## src/rtl/banda_alimentare.sv

```systemverilog
// Input feeder for the assembly-line pipeline. A small FIFO buffers {a,b,c,d,e} words and
// issues at most one per clock onto registered operand bits, with a one-cycle load strobe.
module banda_alimentare #(
  parameter int W     = 5,
  parameter int DEPTH = 4,
  parameter int AW    = 2,
  parameter int CNT_W = 8
) (
  input  logic             clk,
  input  logic             clear,
  input  logic [W-1:0]     in_word,
  input  logic             in_valid,
  output logic             in_ready,
  input  logic             hold,
  input  logic             flush,
  output logic             a,
  output logic             b,
  output logic             c,
  output logic             d,
  output logic             e,
  output logic             load,
  output logic [AW:0]      count,
  output logic [CNT_W-1:0] issued_cnt
);

  typedef enum logic [1:0] {IDLE, FEED, HOLD} state_t;

  state_t         state;
  logic [W-1:0]   mem [DEPTH];
  logic [AW-1:0]  wr_ptr, rd_ptr;
  logic           push, pop;
  logic [AW:0]    next_count;

  // Ready depends only on registered occupancy, so a pop never lets a push through.
  assign in_ready   = (count != (AW+1)'(DEPTH)) & ~flush;
  assign push       = in_valid & in_ready;
  assign pop        = (state != IDLE) & ~hold & ~flush & (count != '0);
  assign next_count = count + (AW+1)'(push) - (AW+1)'(pop);

  always_ff @(posedge clk) begin
    if (!clear && push) mem[wr_ptr] <= in_word;
  end

  always_ff @(posedge clk) begin
    if (clear) begin
      count      <= '0;
      wr_ptr     <= '0;
      rd_ptr     <= '0;
      {a, b, c, d, e} <= '0;
      load       <= 1'b0;
      issued_cnt <= '0;
      state      <= IDLE;
    end else begin
      if (push) wr_ptr <= wr_ptr + 1'b1;
      if (flush) begin
        // push is already refused while flushing, so wr_ptr is stable here
        count  <= '0;
        rd_ptr <= wr_ptr;
        load   <= 1'b0;
        state  <= IDLE;
      end else begin
        count <= next_count;
        if (pop) begin
          {a, b, c, d, e} <= mem[rd_ptr];
          rd_ptr     <= rd_ptr + 1'b1;
          load       <= 1'b1;
          issued_cnt <= issued_cnt + 1'b1;
        end else begin
          load <= 1'b0;
        end
        if (next_count == '0) state <= IDLE;
        else if (hold)        state <= HOLD;
        else                  state <= FEED;
      end
    end
  end

endmodule

```

## config.mk

```make
export PLATFORM = sky130hd
export DESIGN_NAME = banda_alimentare
export DESIGN_NICKNAME = d
export VERILOG_FILES = /design/src/rtl/banda_alimentare.sv
export SDC_FILE = /design/constraint.sdc
export NUM_CORES = 1
export LEC_CHECK = 0
export BUFFER_PORTS_ARGS = -buffer_cell sky130_fd_sc_hd__buf_2
export CAP_MARGIN = 20
export CELL_PAD_IN_SITES_DETAIL_PLACEMENT = 2
export CELL_PAD_IN_SITES_GLOBAL_PLACEMENT = 2
export CORE_ASPECT_RATIO = 0.7
export CORE_MARGIN = 4
export CORE_UTILIZATION = 33
export DETAILED_ROUTE_END_ITERATION = 12
export HOLD_SLACK_MARGIN = 0.06
export PLACE_DENSITY_LB_ADDON = 0.1
export RECOVER_POWER = 25
export SLEW_MARGIN = 25
export SYNTH_ARGS = -nofsm -noshare
export SYNTH_HDL_FRONTEND = slang
export SYNTH_SLANG_ARGS = --single-unit
```

## constraint.sdc

```tcl
create_clock -name clk -period 2.7 [get_ports clk]
set_input_delay 0.135 -clock clk [delete_from_list [all_inputs] [get_ports clk]]
set_output_delay 0.135 -clock clk [all_outputs]
set_load 0.02 [all_outputs]
```

==> flow_metrics.env <==
export IMPL_die_w_um=96.2
export IMPL_cts_sinks=43
export IMPL_die_area_um2=6710
export IMPL_drv_cap=0
export IMPL_muxShareOfSynthArea_pct=6.82
export IMPL_synth_area_um2=1800
export IMPL_synth_simple_gate_area_share_pct=14.5
export IMPL_rows=22
export IMPL_grt_max_degree=27
export IMPL_async_reset_ff_share_pct=0
export IMPL_place_gp_congestion=0.740
export IMPL_crit_type="flop to flop"
export IMPL_ys_warn_count=0
export IMPL_yosysSeqAreaShare_pct=59.0
export IMPL_drt_antenna_violating_nets=0
export IMPL_period_needed_ns=2.50
export IMPL_synth_xor_area_share_pct=3.90
export IMPL_die_y_um=69.8
export IMPL_antenna_cells=0
export IMPL_route_detailed_drc=0
export IMPL_post_route_period_util_pct=92.7
export IMPL_fin_nets=212
export IMPL_layout_drive_gt1_share_pct=27.7
export IMPL_vias_per_cell=4.90
export IMPL_antenna_found_initial=0
export IMPL_total_power_uw=1380
export IMPL_vias=1309
export IMPL_drt_total_wl_um=4850
export IMPL_maxSlewViolCount=0
export IMPL_start_util_pct=34.2
export IMPL_synth_edf_count=20
export IMPL_synth_cells=152
export IMPL_finalHoldViolCount=0
export IMPL_post_synth_num_cell_types=32
export IMPL_clock_latency_ns=0.30
export IMPL_hold_path_class="input port to flop"
export IMPL_core_um2=5260
export IMPL_area_delta_synth_final_pct=27.0
export IMPL_ir_worst_vdd_mv=0.251
export IMPL_grt_pass1_vias=1496
export IMPL_avgSynthCellArea_um2=11.8
export IMPL_synth_compound_area_share_pct=5.57
export IMPL_worst_ep_arrival_time_ns=2.68
export IMPL_io_buffer_count=27
export IMPL_synth_top_family_by_area="simple AND/OR/NAND/NOR gates"
export IMPL_ys_flop_type="dfxtp_1"
export IMPL_syn_num_nets=170
export IMPL_skew_ns=0.00633
export IMPL_wl_per_cell_um=18.2
export IMPL_place_area_um2=2050
export IMPL_clockBufferDepth=2
export IMPL_setup_violations_final=0
export IMPL_n_fill_cell=556
export IMPL_worst_slew_pin_slew_ns=0.623
export IMPL_drtPass1Iterations=2
export IMPL_ys_ff_latch=43
export IMPL_synthAdderAreaFrac_pct=5.98
export IMPL_root_buffer="clkbuf_8"
export IMPL_cp_required_ns=2.88
export IMPL_fmax_mhz=400
export IMPL_cp_max_fo=5
export IMPL_io_pins=28
export IMPL_fin_area_um2=2280
export IMPL_dp_hpwl_um=3530
export IMPL_cts_buffers_inserted=5
export IMPL_grt_pass1_wl_um=7920
export IMPL_cts_tree="built"
export IMPL_slew_headroom_pct=58.1
export IMPL_endpoint_kind="flop"
export IMPL_outcome="finished clean"
export IMPL_clk_pin_slew_ns=0.08
export IMPL_rsz0062_at_grt="false"
export IMPL_tns_ns=0
export IMPL_power_density_nw_per_um2=605
export IMPL_cts_htree_levels=2
export IMPL_start_kind="flop"
export IMPL_initialDrtViolationCount=26
export IMPL_p_leak_uw=0.000863
export IMPL_overflow=0
export IMPL_grtUsageTotal_pct=16.3
-- area by class of cell --
class                           count  area, um^2  area share [%]
Clock buffer                        6        72.6            3.18
Tap cell                           72        90.1            3.95
Clock inverter                      2        60.1            2.63
Timing Repair Buffer               44         272            11.9
Multi-Input combinational cell     91         689            30.2
Inverter                            9        33.8            1.48
Sequential cell                    43        1070            46.7
-- flip-flops by register name (all words and copies together) (netlist names) --
name,cells
a,1
b,1
c,1
count,3
d,1
e,1
issued_cnt,8
load,1
mem,20
rd_ptr,2
state,2
wr_ptr,2
-- cells by family (layout without fill, tap and decap cells) --
group	count (synthesis)	count (layout)
AO/OA/AOI/OAI	17	17
XOR/XNOR	8	8
adder cells (fa/ha/maj)	8	8
buffers and inverters	18	61
flip-flops	43	43
multiplexers	6	6
AND/OR/NAND/NOR	52	52
-- worst max-delay path: stages, from the launching register on --
cell,delay [ns]
dfxtp_4,0.38
nor3_4,0.23
or3_4,0.17
clkinv_1,0.08
ha_1,0.28
inv_1,0.07
ha_1,0.14
inv_1,0.05
fa_2,0.34
xor2_1,0.16
xnor2_1,0.21
and3b_2,0.24
nor4_2,0.04
-- per-layer routing --
layer	part of all wire, %	GRT usage, %	vias up
li1	-	-	619
met1	45	21.5	661
met2	49	25.0	24
met3	4.0	5.31	5
met4	1.2	5.21	0
met5	0	0	-
-- layout by cell type (no fill, tap or decap), drive strengths merged --
cell type     n
xnor2         7
and4          1
fa            1
nor3          3
nor2         13
nor4          5
or3           2
or2           1
nand3         3
dlygate4sd3   6
edfxtp       20
or4           2
clkinv        1
o21ai         1
nor3b         4
mux4          5
buf          33
inv           8
nand2        16
xor2          1
and2          1
mux2i         1
dfxtp        23
a211o         1
clkbuf       11
ha            7
a21o          1
bufinv        2
a2111oi       1
a21oi        11
o31ai         2
and3b         1
-- where the power goes --
group          internal, uW  switching, uW  total [uW]
clock network           370            228         597
logic                  40.0           44.8        84.7
registers               689           11.2         700
-- final timing paths --
kind | start | to | slack (ns) | cells past startpoint
min | flush | state[0] | 0.21 | 3
min reg2reg | a | a | 0.47 | 2
max | count[1] | state[0] | 0.20 | 12
max reg2reg | count[1] | state[0] | 0.20 | 12
-- cell usage after synthesis (all sizes together), types with 2 or more instances --
cell type	instances	share of area, %
edfxtp	20	33
ha	7	4.9
nand3	3	0.83
or4	2	0.83
clkbuf	6	1.3
mux4	5	6.3
nor2	13	2.7
inv	8	1.7
dfxtp	23	26
nor3b	4	1.7
nor4	5	1.7
buf	3	1.1
nor3	3	0.83
a21oi	11	3.1
nand2	16	3.3
xnor2	7	3.4
o31ai	2	0.83
or3	2	0.70
-- repair_timing --
action / CTS / global route
setup endpoints to repair: 0 / 2
resized for setup: 0 / 8
hold buffers: 6 / 0
setup buffers: 0 / 2
endpoints found under the hold margin: 22 / 0
-- through the flow --
stage | util (%) | worst slack, ns | hold WS, ns | instances
3_5_place_dp | 39.1 | 0.0809 | 0.344 | 251
6_report | 43.4 | 0.198 | 0.209 | 267
3_3_place_gp | 39.1 | 0.216 | 0.343 | 251
5_1_grt | 43.4 | 0.0411 | 0.212 | 267
2_1_floorplan | - | 0.0142 | 0.214 | 152
4_1_cts | 42.7 | 0.0386 | 0.199 | 265
No activity file was read; power rests on OpenSTA's default activity.
